==> config.mk <==
export PLATFORM = sky130hd
export DESIGN_NAME = inst_loader
export DESIGN_NICKNAME = d
export VERILOG_FILES = /design/src/rtl/inst_loader_pkg.sv /design/src/rtl/byte_packer.sv /design/src/rtl/inst_loader.sv
export SDC_FILE = /design/constraint.sdc
export NUM_CORES = 1
export LEC_CHECK = 0
export BUFFER_PORTS_ARGS = -buffer_cell sky130_fd_sc_hd__buf_2
export CORE_UTILIZATION = 51
export DETAILED_ROUTE_END_ITERATION = 16
export MAX_ROUTING_LAYER = met4
export PLACE_DENSITY = 0.79
export SYNTH_ARGS = -nofsm -noshare
export SYNTH_HDL_FRONTEND = slang
export SYNTH_SLANG_ARGS = --single-unit
export TNS_END_PERCENT = 5
==> constraint.sdc <==
create_clock -name clock_in -period 2.1 [get_ports clock_in]
set_input_delay 0.315 -clock clock_in [delete_from_list [all_inputs] [get_ports clock_in]]
set_output_delay 0.315 -clock clock_in [all_outputs]
set_load 0.1 [all_outputs]
==> src/rtl/inst_loader_pkg.sv <==
// Shared types and constants for the instruction-memory byte loader.
// Latency: n/a (declarations only).
// Backpressure: n/a (declarations only).
package inst_loader_pkg;

  typedef enum logic [1:0] {
    ST_IDLE  = 2'd0,
    ST_LOAD  = 2'd1,
    ST_CHECK = 2'd2,
    ST_DONE  = 2'd3
  } state_e;

  localparam int INST_DEPTH_DEFAULT = 14;
  localparam int WORD_BYTES         = 4;
  localparam int ADDR_W             = 32;

endpackage

==> src/rtl/byte_packer.sv <==
// Packs a byte stream big-endian into 32-bit words (first byte -> [31:24]).
// Latency: word_next/word_ready are combinational with the 4th accepted byte.
// Backpressure: none; one byte accepted per enabled cycle, never stalls.
module byte_packer (
  input  logic        clock_in,
  input  logic        reset,
  input  logic        clear,
  input  logic        enable,
  input  logic [7:0]  byte_data,
  output logic [31:0] word_next,
  output logic        word_ready
);

  // Only the first three bytes need storage; the fourth is taken straight
  // from the input so the word is ready on the cycle it arrives.
  logic [23:0] shreg;
  logic [1:0]  byte_idx;

  // Shift accepted bytes in and count position within the word (wraps 3->0).
  always_ff @(posedge clock_in) begin
    if (reset || clear) begin
      shreg    <= 24'd0;
      byte_idx <= 2'd0;
    end else if (enable) begin
      shreg    <= {shreg[15:0], byte_data};
      byte_idx <= byte_idx + 2'd1;
    end
  end

  assign word_next  = {shreg, byte_data};
  assign word_ready = enable && (byte_idx == 2'd3);

endmodule

==> src/rtl/inst_loader.sv <==
// Fills DEPTH instruction words from a byte stream, then flags done; optional trailing XOR check (INST_LOADER_CHECKSUM_EN).
// Latency: mem_we is high the cycle after the edge sampling each word's 4th byte.
// Backpressure: none; accepts one byte per cycle, ignores bytes outside LOAD/CHECK.
module inst_loader
  import inst_loader_pkg::*;
#(
  parameter int DEPTH = INST_DEPTH_DEFAULT,
  parameter int CNT_W = $clog2(DEPTH + 1)
) (
  input  logic             clock_in,
  input  logic             reset,
  input  logic             start,
  input  logic             byte_valid,
  input  logic [7:0]       byte_data,
  output logic             mem_we,
  output logic [31:0]      mem_addr,
  output logic [31:0]      mem_wdata,
  output logic             busy,
  output logic             done,
  output logic [CNT_W-1:0] word_count,
  output logic             chk_err
);

  localparam logic [1:0] S_IDLE  = 2'(ST_IDLE);
  localparam logic [1:0] S_LOAD  = 2'(ST_LOAD);
  localparam logic [1:0] S_CHECK = 2'(ST_CHECK);
  localparam logic [1:0] S_DONE  = 2'(ST_DONE);

  logic [1:0]       state;
  logic [1:0]       state_nxt;
  logic [CNT_W-1:0] word_cnt;   // doubles as the slot index of the next write
  logic             load_en;
  logic             clear_en;
  logic             word_ready;
  logic             last_word;
  logic [31:0]      word_next;

  assign load_en   = (state == S_LOAD) && byte_valid;
  assign clear_en  = ((state == S_IDLE) || (state == S_DONE)) && start;
  assign last_word = word_ready && (word_cnt == CNT_W'(DEPTH - 1));

  byte_packer u_packer (
    .clock_in   (clock_in),
    .reset      (reset),
    .clear      (clear_en),
    .enable     (load_en),
    .byte_data  (byte_data),
    .word_next  (word_next),
    .word_ready (word_ready)
  );

  // Next-state decode; unreachable encodings fall back to IDLE.
  always_comb begin
    state_nxt = state;
    case (state)
      S_IDLE, S_DONE: if (start) state_nxt = S_LOAD;
`ifdef INST_LOADER_CHECKSUM_EN
      S_LOAD:  if (last_word) state_nxt = S_CHECK;
      S_CHECK: if (byte_valid) state_nxt = S_DONE;
`else
      S_LOAD:  if (last_word) state_nxt = S_DONE;
`endif
      default: state_nxt = S_IDLE;
    endcase
  end

  // State, registered status flags, word counter and the write port.
  always_ff @(posedge clock_in) begin
    if (reset) begin
      state     <= S_IDLE;
      busy      <= 1'b0;
      done      <= 1'b0;
      mem_we    <= 1'b0;
      mem_addr  <= 32'd0;
      mem_wdata <= 32'd0;
      word_cnt  <= '0;
    end else begin
      state  <= state_nxt;
      busy   <= (state_nxt == S_LOAD) || (state_nxt == S_CHECK);
      done   <= (state_nxt == S_DONE);
      mem_we <= word_ready;
      if (clear_en) begin
        word_cnt <= '0;
      end else if (word_ready) begin
        word_cnt <= word_cnt + 1'b1;
      end
      if (word_ready) begin
        mem_addr  <= ADDR_W'(word_cnt) << $clog2(WORD_BYTES);
        mem_wdata <= word_next;
      end
    end
  end

  assign word_count = word_cnt;

`ifdef INST_LOADER_CHECKSUM_EN
  logic [7:0] xor_acc;

  // Running XOR of data bytes; the byte received in CHECK is compared to it.
  always_ff @(posedge clock_in) begin
    if (reset || clear_en) begin
      xor_acc <= 8'd0;
      chk_err <= 1'b0;
    end else if (load_en) begin
      xor_acc <= xor_acc ^ byte_data;
    end else if ((state == S_CHECK) && byte_valid) begin
      chk_err <= (byte_data != xor_acc);
    end
  end
`else
  assign chk_err = 1'b0;
`endif

endmodule

==> tab_implementation.tex, run 1 <==
\begin{tabular}{lr}
\hline
Metric & Value \\
\hline
\multicolumn{2}{l}{\textbf{Outcome}} \\
Status & finished, final reports clean \\
\multicolumn{2}{l}{\textbf{Worst setup path}} \\
FF-to-FF setup slack & 300 ps \\
Number of cells on the worst reg-to-reg path & 7 \\
Critical Setup Path Class & reg -> reg \\
Critical path capture point & busy \\
Reg-to-reg critical path endpoint & busy \\
Critical path data required time & 2320 ps \\
Maximum net fanout on the critical path & 6 \\
Launching element type of the critical path & register \\
Kind of end point of the critical path & register \\
Critical Path Start & state[1] \\
Launch instance of the worst register-to-register path & state[1] \\
Arrival time reported for the critical path endpoint & 2020 ps \\
\multicolumn{2}{l}{\textbf{STA}} \\
Max-slew violations & 0 \\
Maximum operating frequency & 555 MHz \\
Period minus WS final & 1800 ps \\
Fin crit share & 0.859 \\
\# setup viols final & 0 \\
Slack of the critical path & 297 ps \\
Count of final hold-check violations & 0 \\
Hold Worst Slack & 221 ps \\
RSZ-0062 raised after global routing & no \\
Post-route clock skew & 6.22 ps \\
Post-route setup TNS & 0 ps \\
\multicolumn{2}{l}{\textbf{Yosys}} \\
Leading post-synthesis cells by instance count & 123 x nand2\_1, 71 x dfxtp\_1, 59 x a21oi\_1, 32 x buf\_4, 10 x clkbuf\_1 \\
Cell type with the highest aggregate area in the netlist & dfxtp\_1 \\
Most frequent cell after synthesis & nand2\_1 \\
Synthesized cell area & 2830 um2 \\
Synth Flop Type & dfxtp\_1 \\
Number of synthesized flops with an enable pin & 0 \\
Cell variety after synth & 27 \\
Ys async rst share & 0 \\
Area fraction of the dominant cell type after synthesis & 0.502 \\
Mean instance size in the synthesized netlist & 8.19 um2 \\
Largest cells by area after synthesis & dfxtp\_1 50\%, nand2\_1 16\%, a21oi\_1 10\%, buf\_4 8.5\%, ha\_1 3.1\% \\
Sequential fraction of the synthesis area & 0.502 \\
Mapped Cells & 346 \\
Number of synthesized register bits & 71 \\
Count of yosys warnings during synthesis & 0 \\
\multicolumn{2}{l}{\textbf{Drt}} \\
Wire length per cell & 11.4 um \\
Drt initial violations & 142 \\
Per-cell via count in the routed design & 4.73 \\
Routed Wire Length & 5340 um \\
Pre-antenna DRT Iters & 5 \\
DRC errors left & 0 \\
Number of vias in the routed layout & 2,222 \\
Post-route antenna net violation count & 0 \\
\multicolumn{2}{l}{\textbf{Power and ir drop}} \\
Total power divided by cell area & 893 nW/um2 \\
Leak & 1.31 nW \\
Worst vdd ir & 0.707 mV \\
Overall power of the completed layout & 2.87 mW \\
\multicolumn{2}{l}{\textbf{Placed design}} \\
Total cell area at the placement stage & 3000 um2 \\
HPWL after detailed placement & 3580 um \\
\# placed instances & 454 \\
Worst Setup Slack post-DPL & 303 ps \\
Buffers on Ports & 54 \\
Routability congestion estimate & 0.759 \\
\multicolumn{2}{l}{\textbf{Layout}} \\
Area of combinational cells with multiple inputs & 1140 um2 \\
Sequential cell area in the final layout & 1420 um2 \\
Number of inserted diodes & 0 \\
Area delta synth->final & 13.3\% \\
Cell area after layout & 3210 um2 \\
Layout cells sized above 1 & 0.208 \\
End-of-flow core utilization & 0.613 \\
Fillcell total & 470 \\
Final-stage net count & 414 \\
Final non-filler cell total & 470 \\
\multicolumn{2}{l}{\textbf{CTS}} \\
Deepest clock path buffer count & 2 \\
CTS HTree Levels & 3 \\
Resize count post-CTS & 0 \\
Worst-skew pair later-pin latency & 340 ps \\
Clock input transition at the sequential cells of the worst setup and hold paths & 70 ps \\
Clock buffers created by TritonCTS & 9 \\
Buffer cell driving the clock tree root & clkbuf\_8 \\
Hold-fix buffers, CTS & 0 \\
Setup repair bufs after CTS & 0 \\
CTS tree & built \\
Number of clock sinks & 71 \\
\multicolumn{2}{l}{\textbf{GRT}} \\
Busiest metal layer after global routing & met2 \\
Wire length of the first global-routing pass & 8970 um \\
GRT Total Usage & 0.197 \\
Largest net degree at the start of global routing & 42 \\
Global routing met1 resource utilization & 0.244 \\
Routing usage on met3 & 0.0407 \\
Number of antenna violations at the first check in global routing & 0 \\
Vias in the first global route & 2,056 \\
Final global-route overflow total & 0 \\
Grt met2 use & 0.300 \\
\multicolumn{2}{l}{\textbf{Die}} \\
Vertical die dimension & 76.5 um \\
Die Width & 76.5 um \\
Core Footprint & 5240 um2 \\
I/O pin cnt & 84 \\
Area of the die & 5860 um2 \\
Cell Rows & 26 \\
Initial standard-cell utilization of the core & 0.541 \\
\multicolumn{2}{l}{\textbf{Worst hold path}} \\
Worst hold start & byte\_data[6] \\
Min-delay worst type & in -> reg \\
\multicolumn{2}{l}{\textbf{Job}} \\
Maxcap violations & 0 \\
\hline
\end{tabular}
per-layer routing:
layer	wire length, um	share of wire
met4	126	0.024
met1	2580	0.48
met5	0	0
met2	2410	0.45
met3	232	0.043
cell type report:
type                            instances  area share
Tap cell                               70      0.0273
Clock buffer                           10      0.0398
Sequential cell                        71       0.443
Clock inverter                          6      0.0265
Multi-Input combinational cell        247       0.357
Inverter                                5     0.00585
Timing Repair Buffer                   61       0.101
cells in the final DEF (no fill, tap or decap), types with 3 or more instances in the layout:
cell type  netlist  layout
nand2_1        123     123
dfxtp_1         71      69
a21oi_1         59      59
buf_2            7      54
conb_1           1      29
clkbuf_8         0       9
ha_1             7       7
buf_4           32       7
inv_1            5       5
nor2_1           5       5
a21oi_2          4       4
nor2b_1          3       3
how the worst min path moves through the flow:
stage / end / slack (ps) / depth (start not counted)
final: u_packer.shreg[6] / 220 / 3
after global routing: u_packer.shreg[6] / 210 / 3
after CTS: mem_wdata[3] / 200 / 3
after detailed placement: mem_wdata[29] / 450 / 2
after global placement: mem_wdata[22] / 440 / 2
after floorplan: mem_wdata[31] / 430 / 2
report_power, final:
group | switching, mW | internal, mW
clock | 0.496 | 0.664
combinational | 0.310 | 0.0324
sequential | 0.00794 | 1.36
state kept, by name, summed over array words and instances, names as in the netlist:
| name | count |
|---|---|
| busy | 1 |
| done | 1 |
| mem_addr | 4 |
| mem_wdata | 32 |
| mem_we | 1 |
| state | 2 |
| u_packer.byte_idx | 2 |
| u_packer.shreg | 24 |
| word_count | 4 |
critical path, cell delays in order (launching register included):
cell,delay [ps]
dfxtp_1,380
inv_1,90
ha_1,240
and3_1,200
a41oi_1,280
nor3_1,100
ha_1,270
nor2b_1,120
cells by family (layout without fill, tap and decap cells):
logic type | Yosys count | after routing | share of synthesized area
AOI/OAI and AO/OA | 69 | 69 | 0.131
xor gates and xnor gates | 3 | 3 | 0.00928
adders and majority gates | 7 | 7 | 0.0309
buffers and inverters | 56 | 82 | 0.131
DFF | 71 | 71 | 0.502
other | 1 | 29 | 0.00132
and+or+nand+nor | 139 | 139 | 0.195
(Power assumes the default switching activity.)
==> run 2: changes to the inputs <==
--- a/config.mk
+++ b/config.mk
@@ -9,8 +9,9 @@
 export CORE_UTILIZATION = 51
 export DETAILED_ROUTE_END_ITERATION = 16
 export MAX_ROUTING_LAYER = met4
-export PLACE_DENSITY = 0.79
+export PLACE_DENSITY = 0.78
 export SYNTH_ARGS = -nofsm -noshare
 export SYNTH_HDL_FRONTEND = slang
+export SYNTH_HIERARCHICAL = 1
 export SYNTH_SLANG_ARGS = --single-unit
 export TNS_END_PERCENT = 5
==> tab_implementation.tex, run 2 <==
\begin{tabular}{lr}
\hline
Metric & Value \\
\hline
\multicolumn{2}{l}{\textbf{Drt}} \\
Routed Wire Length & 4830 um (was 5340 um) \\
Wire length per cell & 11.8 um (was 11.4 um) \\
Pre-antenna DRT Iters & 4 (was 5) \\
Per-cell via count in the routed design & 4.60 (was 4.73) \\
Drt initial violations & 93 (was 142) \\
Post-route antenna net violation count & 0 (unchanged) \\
Number of vias in the routed layout & 1,876 (was 2,222) \\
Top layer used by detailed routing & met4 (unchanged) \\
Met3 routed WL & 200 um (was 232 um) \\
Met2 routed WL & 2200 um (was 2410 um) \\
DRC errors left & 0 (unchanged) \\
WL met1 & 2320 um (was 2580 um) \\
\multicolumn{2}{l}{\textbf{Worst hold path}} \\
Worst hold start & byte\_data[7] (was byte\_data[6]) \\
Min-delay worst type & in -> reg (unchanged) \\
\multicolumn{2}{l}{\textbf{Layout}} \\
Area delta synth->final & 11.1\% (was 13.3\%) \\
Sequential cell area in the final layout & 1420 um2 (unchanged) \\
Register with the most flip-flops & mem\_wdata (unchanged) \\
Cell area after layout & 3310 um2 (was 3210 um2) \\
Final non-filler cell total & 408 (was 470) \\
Most common cell after layout, fill and taps aside & dfxtp\_1 (was nand2\_1) \\
Layout cells sized above 1 & 0.244 (was 0.208) \\
Number of inserted diodes & 0 (unchanged) \\
Commonest cells after routing, fill and taps aside & 69 x dfxtp\_1, 65 x nor2\_1, 61 x mux2i\_1 (was 123 x nand2\_1, 69 x dfxtp\_1, 59 x a21oi\_1) \\
Fillcell total & 491 (was 470) \\
Final-stage net count & 350 (was 414) \\
Largest registers & mem\_wdata x32, u\_packer/shreg x24 (was mem\_wdata x32, u\_packer.shreg x24) \\
Max FFs per register & 32 (unchanged) \\
Area of combinational cells with multiple inputs & 1220 um2 (was 1140 um2) \\
\multicolumn{2}{l}{\textbf{Yosys}} \\
Cell type with the highest aggregate area in the netlist & dfxtp\_1 (unchanged) \\
Leading post-synthesis cells by instance count & 71 x dfxtp\_1, 65 x nor2\_1, 61 x mux2i\_1, 38 x buf\_4, 8 x buf\_6 (was 123 x nand2\_1, 71 x dfxtp\_1, 59 x a21oi\_1, 32 x buf\_4, 10 x clkbuf\_1) \\
Mean instance size in the synthesized netlist & 10.4 um2 (was 8.19 um2) \\
Area fraction of the dominant cell type after synthesis & 0.477 (was 0.502) \\
Number of synthesized register bits & 71 (unchanged) \\
Area share of xor/xnor cells in the synthesized design & 0.0117 (was 0.00928) \\
Fraction of the mapped netlist area in compound gates & 0.0134 (was 0.131) \\
Most frequent cell after synthesis & dfxtp\_1 (was nand2\_1) \\
Count of yosys warnings during synthesis & 6 (was 0) \\
Post-Synth Adder-Cell Area & 0.0294 (was 0.0309) \\
Sequential fraction of the synthesis area & 0.477 (was 0.502) \\
Largest cells by area after synthesis & dfxtp\_1 48\%, mux2i\_1 20\%, buf\_4 9.6\%, nor2\_1 8.2\%, buf\_6 3.0\% (was dfxtp\_1 50\%, nand2\_1 16\%, a21oi\_1 10\%, buf\_4 8.5\%, ha\_1 3.1\%) \\
Ys async rst share & 0 (unchanged) \\
Fraction of the mapped netlist area in simple logic gates & 0.115 (was 0.195) \\
Number of synthesized flops with an enable pin & 0 (unchanged) \\
Synthesized cell area & 2980 um2 (was 2830 um2) \\
Fraction of synthesized area in multiplexers & 0.205 (was 0) \\
Largest family of logic cells by synthesized area & multiplexers (was simple AND/OR/NAND/NOR gates) \\
Synth Flop Type & dfxtp\_1 (unchanged) \\
Cell variety after synth & 28 (was 27) \\
Mapped Cells & 287 (was 346) \\
\multicolumn{2}{l}{\textbf{STA}} \\
Maximum operating frequency & 552 MHz (was 555 MHz) \\
Period minus WS final & 1810 ps (was 1800 ps) \\
\# setup viols final & 0 (unchanged) \\
Slew at the pin closest to its max-slew limit & 876 ps \\
Post-route clock skew & 5.13 ps (was 6.22 ps) \\
Max transition margin & 0.416 \\
Count of final hold-check violations & 0 (unchanged) \\
Post-route setup TNS & 0 ps (unchanged) \\
RSZ-0062 raised after global routing & no (unchanged) \\
Slack of the critical path & 288 ps (was 297 ps) \\
Fin crit share & 0.863 (was 0.859) \\
Max-slew violations & 0 (unchanged) \\
\multicolumn{2}{l}{\textbf{Worst setup path}} \\
FF-to-FF setup slack & 290 ps (was 300 ps) \\
Stage delay of the slowest cell on the critical path & 670 ps (was 380 ps) \\
Launching element type of the critical path & register (unchanged) \\
Crit path cell chain & inv\_1, ha\_1, and2\_4, or2\_1, nor2\_1 (was inv\_1, ha\_1, and3\_1, a41oi\_1, nor3\_1, ha\_1, nor2b\_1) \\
Arrival time reported for the critical path endpoint & 2000 ps (was 2020 ps) \\
Kind of cell with the highest combined delay on the critical path & simple AND/OR/NAND/NOR gates (was adder cells) \\
Worst Path Buf+Inv & 1 (unchanged) \\
Slowest cell on the critical path & or2\_1 (was dfxtp\_1) \\
Maximum net fanout on the critical path & 26 (was 6) \\
Critical Path Start & state[0] (was state[1]) \\
Launch instance of the worst register-to-register path & state[0] (was state[1]) \\
Kind of end point of the critical path & register (unchanged) \\
Critical Setup Path Class & reg -> reg (unchanged) \\
Critical path data required time & 2290 ps (was 2320 ps) \\
\multicolumn{2}{l}{\textbf{CTS}} \\
Clock buffers created by TritonCTS & 9 (unchanged) \\
Buffer cell driving the clock tree root & clkbuf\_8 (unchanged) \\
Resize count post-CTS & 0 (unchanged) \\
Clock input transition at the sequential cells of the worst setup and hold paths & 70 ps (about the same) \\
Hold-fix buffers, CTS & 0 (unchanged) \\
Deepest clock path buffer count & 2 (unchanged) \\
Setup repair bufs after CTS & 0 (unchanged) \\
CTS tree & built (unchanged) \\
CTS HTree Levels & 3 (unchanged) \\
Number of clock sinks & 71 (unchanged) \\
Worst-skew pair later-pin latency & 340 ps (about the same) \\
\multicolumn{2}{l}{\textbf{GRT}} \\
Final global-route overflow total & 0 (unchanged) \\
Largest net degree at the start of global routing & 43 (was 42) \\
Number of antenna violations at the first check in global routing & 0 (unchanged) \\
Vias in the first global route & 1,638 (was 2,056) \\
GRT Total Usage & 0.175 (was 0.197) \\
Wire length of the first global-routing pass & 7880 um (was 8970 um) \\
\multicolumn{2}{l}{\textbf{Die}} \\
Initial standard-cell utilization of the core & 0.535 (was 0.541) \\
Die Width & 78.5 um (was 76.5 um) \\
Core Footprint & 5570 um2 (was 5240 um2) \\
Cell Rows & 27 (was 26) \\
Area of the die & 6160 um2 (was 5860 um2) \\
Vertical die dimension & 78.5 um (was 76.5 um) \\
I/O pin cnt & 84 (unchanged) \\
\multicolumn{2}{l}{\textbf{Outcome}} \\
Status & finished, final reports clean (unchanged) \\
\multicolumn{2}{l}{\textbf{Placed design}} \\
Total cell area at the placement stage & 3070 um2 (was 3000 um2) \\
Buffers on Ports & 54 (unchanged) \\
Routability congestion estimate & 0.729 (was 0.759) \\
\# placed instances & 392 (was 454) \\
HPWL after detailed placement & 3300 um (was 3580 um) \\
Worst Setup Slack post-DPL & 294 ps (was 303 ps) \\
\multicolumn{2}{l}{\textbf{Power and ir drop}} \\
Total power divided by cell area & 913 nW/um2 (was 893 nW/um2) \\
Worst vdd ir & 0.597 mV (was 0.707 mV) \\
Leak & 1.41 nW (was 1.31 nW) \\
\multicolumn{2}{l}{\textbf{Job}} \\
Maxcap violations & 0 (unchanged) \\
\hline
\end{tabular}
[run 2: changes by cell type in the layout (fill, tap and decap cells not counted), moves of 4 or more]
cell	before	now
buf_4	7	3
nand2_1	123	1
mux2i_1	0	61
nor2_1	5	65
a21oi_2	4	0
a21oi_1	59	2
[run 2: per-layer routing]
layer  GRT usage  vias to the layer above
met1       0.210                      865
met3      0.0512                       11
met5           -                        -
met4       0.100                        0
li1            -                      950
met2       0.262                       50
[run 2: report_power, final]
group / internal, mW / total (mW) / switching, mW
logic: 0.0456 / 0.349 / 0.303
clock network: 0.817 / 1.31 / 0.494
registers: 1.36 / 1.36 / 0.00822
total: 2.22 / 3.02 / 0.805
[run 2: worst paths after layout]
kind | cells past startpoint | end
max reg2reg | 5 | u_packer/shreg[0]
max | 5 | u_packer/shreg[0]
min reg2reg | 2 | mem_wdata[17]
min | 3 | u_packer/shreg[7]
[run 2: cell type report]
type | instances | share of cell area
clock buffer | 10 | 0.0416
tap | 72 | 0.0272
clock inverter | 6 | 0.0325
timing repair buffer | 58 | 0.0944
multi-input combinational | 187 | 0.370
sequential | 71 | 0.430
inverter | 4 | 0.00453
[run 2: worst register-to-register path, cell delays in order (launching register included)]
cell,delay (ps)
dfxtp_1,380
inv_1,60
ha_1,300
and2_4,140
or2_1,670
nor2_1,120
[run 2: stage by stage]
step	util	hold slack [ps]	power, mW
floorplan	-	460	1.78
global placement	0.550	470	1.74
detailed placement	0.550	476	1.74
CTS	0.594	220	3.05
global route	0.594	231	3.13
finish	0.594	230	3.02
[run 2: kinds of logic (layout without fill, tap and decap cells)]
group,count (synthesis),after routing
other,1,29
AO/OA/AOI/OAI,6,6
multiplexers,61,61
flip-flops,71,71
buffers and inverters,57,78
XOR/XNOR,4,4
adder cells (fa/ha/maj),7,7
AND/OR/NAND/NOR,80,80
